`src/rtl/word_byte_loader_pkg.sv`:
```
// Shared encodings for the byte-wide register-load interface:
// loader states, target FunSel codes and half-select values.
package word_byte_loader_pkg;

  typedef enum logic [1:0] {
    ST_IDLE   = 2'd0,
    ST_CLEAR  = 2'd1,
    ST_FIRST  = 2'd2,
    ST_SECOND = 2'd3
  } state_e;

  localparam logic [1:0] FS_CLEAR = 2'b00;
  localparam logic [1:0] FS_LOAD  = 2'b01;
  localparam logic [1:0] FS_DEC   = 2'b10;
  localparam logic [1:0] FS_INC   = 2'b11;

  localparam logic LH_LOW  = 1'b0;
  localparam logic LH_HIGH = 1'b1;

  typedef struct packed {
    logic       enable;
    logic [1:0] funsel;
    logic       lh;
    logic [7:0] data;
  } tgt_cmd_t;

endpackage

```
`src/rtl/word_byte_loader.sv`:
```
// Accepts a 16-bit word over valid/ready and replays it as two byte writes
// into a half-loadable target register; also issues single clear commands.
module word_byte_loader
  import word_byte_loader_pkg::*;
#(
  parameter bit          LOW_FIRST = 1'b1,
  parameter int unsigned CNT_W     = 8
) (
  input  logic             clk,
  input  logic             rst_n,
  input  logic             in_valid,
  output logic             in_ready,
  input  logic [15:0]      in_word,
  input  logic             clear_req,
  input  logic             stall,
  output logic [7:0]       out_byte,
  output logic             out_lh,
  output logic [1:0]       out_funsel,
  output logic             out_enable,
  output logic             busy,
  output logic             done,
  output logic [CNT_W-1:0] word_count
);

  state_e           r_state;
  state_e           w_next;
  logic [15:0]      r_shadow;
  logic             r_done;
  logic [CNT_W-1:0] r_count;
  logic             w_accept;
  logic             w_last;
  tgt_cmd_t         w_cmd;

  // Target pins depend only on state, shadow word and stall.
  function automatic tgt_cmd_t decode(state_e st, logic [15:0] sh, logic stl);
    tgt_cmd_t c;
    logic     hi;
    c  = '0;
    hi = (st == ST_SECOND) ? LOW_FIRST : ~LOW_FIRST;
    case (st)
      ST_CLEAR: begin
        c.enable = ~stl;
        c.funsel = FS_CLEAR;
      end
      ST_FIRST, ST_SECOND: begin
        c.enable = ~stl;
        c.funsel = FS_LOAD;
        c.lh     = hi ? LH_HIGH : LH_LOW;
        c.data   = hi ? sh[15:8] : sh[7:0];
      end
      default: ;
    endcase
    return c;
  endfunction

  assign w_cmd      = decode(r_state, r_shadow, stall);
  assign out_enable = w_cmd.enable;
  assign out_funsel = w_cmd.funsel;
  assign out_lh     = w_cmd.lh;
  assign out_byte   = w_cmd.data;

  assign in_ready   = ((r_state == ST_IDLE) & ~clear_req) |
                      ((r_state == ST_SECOND) & ~stall);
  assign w_accept   = in_valid & in_ready;
  assign w_last     = (r_state == ST_SECOND) & ~stall;
  assign busy       = (r_state != ST_IDLE);
  assign done       = r_done;
  assign word_count = r_count;

  always_comb begin
    w_next = r_state;
    case (r_state)
      ST_IDLE: begin
        if (clear_req)     w_next = ST_CLEAR;
        else if (w_accept) w_next = ST_FIRST;
      end
      ST_CLEAR:  if (!stall) w_next = ST_IDLE;
      ST_FIRST:  if (!stall) w_next = ST_SECOND;
      ST_SECOND: if (!stall) w_next = w_accept ? ST_FIRST : ST_IDLE;
      default:   w_next = ST_IDLE;
    endcase
  end

  always_ff @(posedge clk or negedge rst_n) begin
    if (!rst_n) begin
      r_state  <= ST_IDLE;
      r_shadow <= '0;
      r_done   <= 1'b0;
      r_count  <= '0;
    end else begin
      r_state <= w_next;
      r_done  <= w_last;
      if (w_accept) r_shadow <= in_word;
      if (w_last)   r_count  <= r_count + {{(CNT_W-1){1'b0}}, 1'b1};
    end
  end

endmodule
```
`config.mk`:
```
export PLATFORM = sky130hd
export DESIGN_NAME = word_byte_loader
export DESIGN_NICKNAME = d
export VERILOG_FILES = /design/src/rtl/word_byte_loader_pkg.sv /design/src/rtl/word_byte_loader.sv
export SDC_FILE = /design/constraint.sdc
export NUM_CORES = 1
export LEC_CHECK = 0
export ABC_CLOCK_PERIOD_IN_PS = 4300
export CAP_MARGIN = 40
export CORE_AREA = 10 10 64 66
export DETAILED_ROUTE_END_ITERATION = 12
export DIE_AREA = 0 0 74 76
export HOLD_SLACK_MARGIN = 0.1
export MAX_ROUTING_LAYER = met4
export PLACE_DENSITY = 0.81
export SLEW_MARGIN = 0
export SYNTH_ARGS = -nofsm -noshare
export SYNTH_HDL_FRONTEND = slang
export SYNTH_SLANG_ARGS = --single-unit
```
`constraint.sdc`:
```
create_clock -name clk -period 4.3 [get_ports clk]
set_clock_uncertainty 0.2 [all_clocks]
set_input_delay 0.86 -clock clk [delete_from_list [all_inputs] [get_ports clk]]
set_output_delay 0.86 -clock clk [all_outputs]
set_load 0.05 [all_outputs]
```
==> results of run 1 <==
-- metal layers --
metal  GRT usage  vias up  wire length [um]
met5           -        -                 0
met4      0.0448        0                31
met3      0.0273        4               160
met2       0.183       25              1560
met1       0.128      431              1240
li1            -      421                 -
-- cells in the mapped netlist --
master and number:
inv_1 1, nand4_1 3, xor2_1 4, buf_2 1, ha_1 1, clkbuf_1 2, nand2b_1 1, and3_1 1
or2_2 2, nand2_1 5, o21ai_4 1, nor2_1 1, o21ai_0 4, buf_4 1, mux2i_1 8, nor3_1 3
buf_6 3, and2_1 1, nor2b_1 8, conb_1 1, mux2_4 10, mux2_2 7, a21oi_1 1, xnor2_1 3
and3b_4 1, and2b_1 1, dfrtp_1 27, buf_12 1
-- flip-flops by register name, indices dropped and copies added (netlist names) --
name,flops
word_count,8
r_shadow,16
done,1
r_state,2
-- worst max-delay path by stage --
stage	start	cells past startpoint	slack [ps]	endpoint
after CTS	stall	4	530	in_ready
after floorplan	stall	3	1660	in_ready
after global routing	stall	4	490	in_ready
final	stall	4	540	in_ready
after global placement	stall	4	560	in_ready
after detailed placement	stall	4	530	in_ready
-- final cells by class --
type | count | area (um2)
Clock inverter | 1 | 7.51
Timing Repair Buffer | 43 | 428
Fill cell | 238 | 1160
Clock buffer | 3 | 22.5
Inverter | 1 | 3.75
Multi-Input combinational cell | 67 | 586
Sequential cell | 27 | 676
Tap cell | 33 | 41.3
-- power groups by stage --
| stage | Sequential [W] | Clock, W | Combinational (W) |
|---|---|---|---|
| floorplan | 0.000514 | 0 | 0.000662 |
| global placement | 0.000483 | 0 | 0.000942 |
| detailed placement | 0.000495 | 0 | 0.000953 |
| CTS | 0.000489 | 0.000116 | 0.000957 |
| global route | 0.000507 | 0.000123 | 0.00100 |
| finish | 0.000489 | 0.000110 | 0.000944 |
-- kinds of logic (layout without fill, tap and decap cells) --
family,after synthesis,after routing,synth area share
XOR/XNOR,7,7,0.0458
AO/OA/AOI/OAI,6,6,0.0308
buffers and inverters,9,48,0.0579
adder cells (fa/ha/maj),1,1,0.00934
multiplexers,25,25,0.231
flip-flops,27,27,0.505
AND/OR/NAND/NOR,27,27,0.118
other,1,1,0.00280
-- worst max-delay path, cell delays in order --
cell and delay [ps]:
clkdlybuf4s50_1 550, and3b_4 270, or2_2 300, clkdlybuf4s50_1 710
-- stage by stage --
stage / cells / setup slack (ps) / power, W / utilization / hold WS [ps]
after global routing: 175 / 488 / 0.00163 / 0.603 / 313
after CTS: 175 / 530 / 0.00156 / 0.603 / 288
after detailed placement: 171 / 533 / 0.00145 / 0.592 / 266
after floorplan: 103 / 1660 / 0.00118 / - / 279
final: 175 / 544 / 0.00154 / 0.603 / 281
after global placement: 171 / 561 / 0.00143 / 0.592 / 256
==> impl_metrics.py, run 1 <==
metrics = {
    "status": {
        "outcome": "completed",
    },
    "route": {
        "wl_per_cell_um": 17.1,
        "ant_nets": 0,
        "vias": 881,
        "drt_iter0_markers": 38,
        "via_per_inst": 5.03,
        "wirelength_mm": 2.98,
        "dr.pass1.iters": 4,
        "drc": 0,
    },
    "power": {
        "peakVddDrop_mv": 0.620,
        "pwr-share-seq": 0.317,
        "p_sw_frac": 0.484,
        "powerDensity_nw_per_um2": 875,
        "pwr-share-clk": 0.071,
        "p_int_w": 0.000796,
        "switchingPower_w": 0.000748,
        "p_leak_nw": 0.791,
        "comb_power_share": 0.611,
    },
    "sta": {
        "slew_viol_final": 0,
        "setup_viol": 0,
        "min_period_ps": 3760,
        "max-slew-margin-rel": 0.552,
        "rsz0062_at_grt": "no",
        "hold_viol_final": 0,
        "finalCritPeriodShare": 0.873,
        "worst_pin_slew_ps": 670,
        "fin_setup_tns_ps": 0,
        "max_freq_mhz": 266,
    },
    "worst_setup_path": {
        "rr_startpoint": "r_state[0]$_DFFE_PN0P_",
        "crit_type": "primary input to output port",
        "reg2reg_to": "r_shadow[12]$_DFFE_PN0P_",
        "crit_path_max_fanout": 8,
        "r2r_setup_slack_ps": 2010,
        "cp.required_ps": 3240,
        "rr_worst_depth": 3,
        "cp-end-kind": "output port",
        "startpoint_type": "primary input",
        "cp.arrival_ps": 2700,
    },
    "layout": {
        "fin_nets": 165,
        "antenna_cells": 0,
        "finalInstanceArea_um2": 1760,
        "areaGrowthSynthToFinish_pct": 31.8,
        "layout_commonest_cell": "clkdlybuf4s50_1",
        "drive_gt1_frac": 0.183,
        "final_cell_mix": "clkdlybuf4s50_1, dfrtp_1, mux2_4",
    },
    "run": {
        "maxCapViolations": 0,
    },
    "clock_tree": {
        "post_cts_buffers": 0,
        "cts-buffers-inserted": 3,
        "cts_tree": "built",
        "cts.sinks": 27,
        "clockBufferDepth": 2,
        "cts_resized": 0,
        "clk_latency_ps": 320,
        "cts.clk_slew.worst_paths_ps": 150,
        "clockRootBuffer": "clkbuf_4",
        "htree_levels": 1,
        "ctsHoldBuffers": 0,
    },
    "placement": {
        "gp_congestion": 0.792,
        "port_buffers": 42,
        "placed_area_um2": 1730,
        "post-dp-hpwl_mm": 2.31,
    },
    "logic_synthesis": {
        "yosys.area.top_type": "dfrtp_1",
        "synthTopCellsByArea": "dfrtp_1, mux2_4, mux2i_1",
        "synth_seq_cells": 27,
        "avgSynthCellArea_um2": 13.0,
        "synth_seq_area_share": 0.505,
        "ys_types": 28,
        "ys_warn_count": 0,
        "syn_nets": 125,
        "syn_inst": 103,
        "synth_top_area_share": 0.505,
        "netlist_area_um2": 1340,
    },
    "global_routing": {
        "grtUsageTotal": 0.113,
        "grt-ovfl-total": 0,
        "grt_pass1_wl_mm": 4.92,
        "grt_start_max_net_pins": 28,
        "antenna_found_initial": 0,
        "grt_pass1_vias": 970,
    },
    "worst_hold_path": {
        "min-delay-start": "word_count[7]$_DFFE_PN0P_",
        "worstHoldPathCells": 1,
        "hold_class": "flop to flop",
        "holdPathEnd": "word_count[7]$_DFFE_PN0P_",
    },
    "floorplanning": {
        "core-area_um2": 2930,
        "die_x_um": 74,
        "dieHeight_um": 76,
        "ioPinCount": 44,
        "initial_core_util": 0.457,
        "fp-row-count": 20,
        "dieArea_um2": 5620,
    },
}
Power figures use the tool's default switching activity.
==> run 2, diff against run 1 <==
- SLEW_MARGIN: 0 -> 20
==> results of run 2 <==
Final layout, timing and power as in run 1 (identical DEF).
==> run 3, diff against run 2 <==
- SLEW_MARGIN: 20 -> default
==> results of run 3 <==
Final layout, timing and power as in run 1 (identical DEF).
==> edit 1: new RTL, settings of run 2 <==
`CNT_W`: 8 -> 10.
--- a/src/rtl/word_byte_loader.sv
+++ b/src/rtl/word_byte_loader.sv
@@ -4,7 +4,7 @@
   import word_byte_loader_pkg::*;
 #(
   parameter bit          LOW_FIRST = 1'b1,
-  parameter int unsigned CNT_W     = 8
+  parameter int unsigned CNT_W     = 10
 ) (
   input  logic             clk,
   input  logic             rst_n,
Interface: changed (resized word_count); port bits go from 44 to 46. The function was not compared with the original's and may differ.
==> edit 1 against run 2 <==
  * Worst setup slack gained 200 ps
  * Count of clock-buffer cells in the layout up 3
  * Core utilization rose by 4.7 points
  * Design area increased by 7.7%
  * Sequential cell count rose by 2
  * Non-clock buffer count is 2 higher
  * Clock power rose by 41%
  * Area after synthesis rose by 5.3%
  * Sequential power grew 3%
  * Power up 2.8%
  * Combinational power fell by 2%
  * Routed wire length is 3.0% higher
  * Critical endpoint unchanged
==> edit 1: results (changes against run 2) <==
| Metric | Value |
|---|---|
| Max reg flops | 16 (unchanged) |
| CP delay by family, top | buffers and inverters |
| DRT iter0 DRCs | 28 (-26%) |
| Slowest CP cell | clkdlybuf4s50_1 |
| TritonRoute pass-1 iters | 3 (-1) |
| Hold depth | 1 (unchanged) |
| Area of placed instances | 1850 sq um (+6.6%) |
| Layout cells sized above 1 | 18.1% (-0.25 points) |
| Pre-CTS setup slack | 740 ps (+207 ps) |
| Leak pwr | 0.849 nW (+7.3%) |
| Synth Area in Compound Gates | 3.28% (+0.20 points) |
| Total Wirelength | 3.08 mm (+3.0%) |
| Syn_nets | 131 (+4.8%) |
| # fillers | 248 (+4.2%) |
| Top reg by flops | r_shadow |
| Synth Area in XOR/XNOR | 5.59% (+1.0 points) |
| Clock root buffer | clkbuf_4 |
| GRT Util Overall | 12.0% (+0.71 points) |
| H-Tree Depth | 2 (+1) |
| Post-CTS sizing | 0 (unchanged) |
| Switching share of total power | 47.7% (-0.75 points) |
| Total grt overflow | 0 (unchanged) |
| Status | finished clean |
| Top cells by area, synth | dfrtp_1, mux2_4, mux2i_1 |
| HPWL Detailed | 2.31 mm (+0.20%) |
| Worst path arrival time | 2500 ps (-200 ps) |
| Worst slew pin tran | 739 ps (+69.2 ps) |
| R2R cell count | 4 (+1) |
| First-pass GRT wire length | 5.17 mm (+5.1%) |
| Post-Layout Cell Count | 188 (+7.4%) |
| Number of synthesized flops with an enable pin | 0 (unchanged) |
| Dpl cells | 180 (+5.3%) |
| Design area | 1900 sq um (+7.7%) |
| Clock transition at the registers of the reported paths | 90 ps (-60 ps) |
| Placer Congestion | 0.754 (-4.8%) |
| Crit Path Max Fanout | 5 (-3) |
| Pin count of the biggest net entering global routing | 30 (+7.1%) |
| Number of global-route vias before repair | 1033 (+6.5%) |
| Vias per cell | 5.15 (+2.3%) |
| Cells after synthesis | 109 (+5.8%) |
| Mux share of post-synthesis cell area | 21.1% (-2.0 points) |
| Worst VDD drop | 616 uV (-0.58%) |
| Adder-cell share of the synthesized area | 0.887% (-0.047 points) |
| Register area share after synthesis | 51.5% (+1.0 points) |
| CP max stage delay | 830 ps (+120 ps) |
| Top post-synthesis cells by count | dfrtp_1, mux2_4, xnor2_1 |
| TritonCTS Buffers | 5 (+2) |
| Port buffer count | 44 (+4.8%) |
==> edit 1: cells by family after synthesis <==
logic type      after synthesis
buf+inv                      10
compound gates                6
simple gates                 29
mux                          24
other cells                   1
fa+ha+maj                     1
xor+xnor                      9
flops                        29
==> edit 1: worst paths after layout <==
kind | start | endpoint | slack, ps
max in group asynchronous | rst_n | r_shadow[15]$_DFFE_PN0P_ | 2910
min reg2reg | word_count[9]$_DFFE_PN0P_ | word_count[9]$_DFFE_PN0P_ | 270
min | word_count[9]$_DFFE_PN0P_ | word_count[9]$_DFFE_PN0P_ | 270
max reg2reg | r_state[0]$_DFFE_PN0P_ | r_shadow[12]$_DFFE_PN0P_ | 2000
min in group asynchronous | rst_n | word_count[1]$_DFFE_PN0P_ | 720
max | stall | in_ready | 740
==> edit 1: cell type report <==
type | count | share of cell area (%)
clock buffers | 6 | 2.17
inverters | 3 | 0.592
flip-flops and latches | 29 | 38.2
repair buffers | 45 | 23.6
well taps | 33 | 2.17
clock inverters | 2 | 0.527
multi-input cells | 70 | 32.8
==> edit 1: power by group through the flow <==
stage | Combinational [mW] | Sequential, mW | Clock, mW
3_5_place_dp | 0.936 | 0.509 | 0
5_1_grt | 0.986 | 0.525 | 0.173
6_report | 0.927 | 0.505 | 0.155
3_3_place_gp | 0.920 | 0.503 | 0
2_1_floorplan | 0.628 | 0.532 | 0
4_1_cts | 0.940 | 0.505 | 0.164
==> edit 1: layer usage <==
| metal | up-vias | GRT usage, % | routed length, microns |
|---|---|---|---|
| li1 | 462 | - | - |
| met4 | 0 | 3.92 | 9 |
| met5 | - | - | 0 |
| met3 | 2 | 6.12 | 290 |
| met1 | 470 | 14.1 | 1320 |
| met2 | 34 | 17.2 | 1460 |
==> edit 2: new RTL, flow settings as in run 2 <==
Without the edit above. Reset style: synchronous (`rst_n`), changed in one clocked block.
--- a/src/rtl/word_byte_loader.sv
+++ b/src/rtl/word_byte_loader.sv
@@ -81,7 +81,7 @@
     endcase
   end
 
-  always_ff @(posedge clk or negedge rst_n) begin
+  always_ff @(posedge clk) begin
     if (!rst_n) begin
       r_state  <= ST_IDLE;
       r_shadow <= '0;
Function: differs if rst_n is asserted again (counterexample within 4 cycles, from zero or initial values and one cycle with rst_n low); with rst_n held inactive, the same outputs for 10 cycles.
==> edit 2 against run 2 <==
  * Non-clock buffer count increased by 1
  * Design area decreased by 0.99%
  * Worst setup slack improved by 19 ps
  * Hold slack got worse by 9.6 ps
  * Routed wire length increased by 4.5%
  * Fmax increased by 0.51%
  * Area after synthesis decreased by 0.47%
  * Sequential share of layout area decreased by 7.4 points
  * Highest routed layer unchanged
  * Sequential cell count unchanged
Power is left out: it rests on default switching activity, and per cell area and clock period it moved more than threefold.
==> edit 2: results (changes against run 2) <==
| Metric | Value |
|---|---|
| Status | finished clean |
| HPWL Detailed | 2.42 mm (+5.0%) |
| Routed wl met3 | 204 microns (+28%) |
| GR Layer Usage met3 | 2.86% (+0.13 points) |
| Worst path arrival time | 2680 ps (-20 ps) |
| Bufs w/o clock | 44 (+2.3%) |
| Signal inverters | 2 (+1) |
| Multi-input logic area | 696 sq um (+19%) |
| First-pass GRT wire length | 5.27 mm (+7.2%) |
| Ys flop type | dfxtp_1 |
| Crit Path Max Fanout | 9 (+1) |
| Multi-input gate count | 109 (+63%) |
| Reg2reg start | r_state[0]$_SDFFE_PN0P_ |
| Vias per cell | 5.23 (+3.9%) |
| Signal buf overhead | 24.9% (+0.67 points) |
| # fillers | 289 (+21%) |
| Placer Congestion | 0.906 (+14%) |
| Met2 wire length | 1.49 mm (-4.5%) |
| Yosys cell types | 30 (+7.1%) |
| Top cells by area, synth | dfxtp_1, mux2i_1, nand2_1 |
| DRT iter0 DRCs | 109 (+190%) |
| Share of the synthesized area in the top cell type | 40.6% (-9.9 points) |
| Number of global-route vias before repair | 1192 (+23%) |
| Hold depth | 2 (+1) |
| Hold EP | r_shadow[4]$_SDFFE_PN0P_ |
| Layout cells sized above 1 | 4.84% (-13 points) |
| Clock-cell share of area | 1.50% (-0.20 points) |
| Wire per inst | 14.2 microns (-17%) |
| M1 wire length | 1.41 mm (+14%) |
| Fin nets | 209 (+27%) |
| Hold Crit Start | r_shadow[4]$_SDFFE_PN0P_ |
| GRT Util Overall | 11.3% (about the same) |
| FFs w/ async S/R, synth | 0% (-100 points) |
| GR Util met2 | 18.7% (+0.43 points) |
| CP max stage delay | 810 ps (+100 ps) |
| Syn_nets | 172 (+38%) |
| Clock Buffer Count | 4 (+1) |
| Register area share after synthesis | 40.6% (-9.9 points) |
==> edit 2: cell families after synthesis <==
kind of cell | count (synthesis) | synth area share [%]
and+or+nand+nor | 64 | 23.9
DFF | 27 | 40.6
muxes | 25 | 18.8
AOI/OAI and AO/OA | 16 | 6.95
buffers and inverters | 14 | 7.23
xor gates and xnor gates | 2 | 1.31
adders and majority gates | 1 | 0.939
other | 1 | 0.281
==> edit 2: stage by stage <==
| stage | util (%) | setup WS, ps | instance area [sq um] | hold WS, ps | std cells |
|---|---|---|---|---|---|
| 3_3_place_gp | 58.8 | 613 | 1720 | 243 | 215 |
| 3_5_place_dp | 58.8 | 589 | 1720 | 249 | 215 |
| 4_1_cts | 59.7 | 570 | 1750 | 271 | 219 |
| 5_1_grt | 59.7 | 442 | 1750 | 296 | 219 |
| 2_1_floorplan | - | 1690 | 1330 | 234 | 150 |
| 6_report | 59.7 | 563 | 1750 | 271 | 219 |
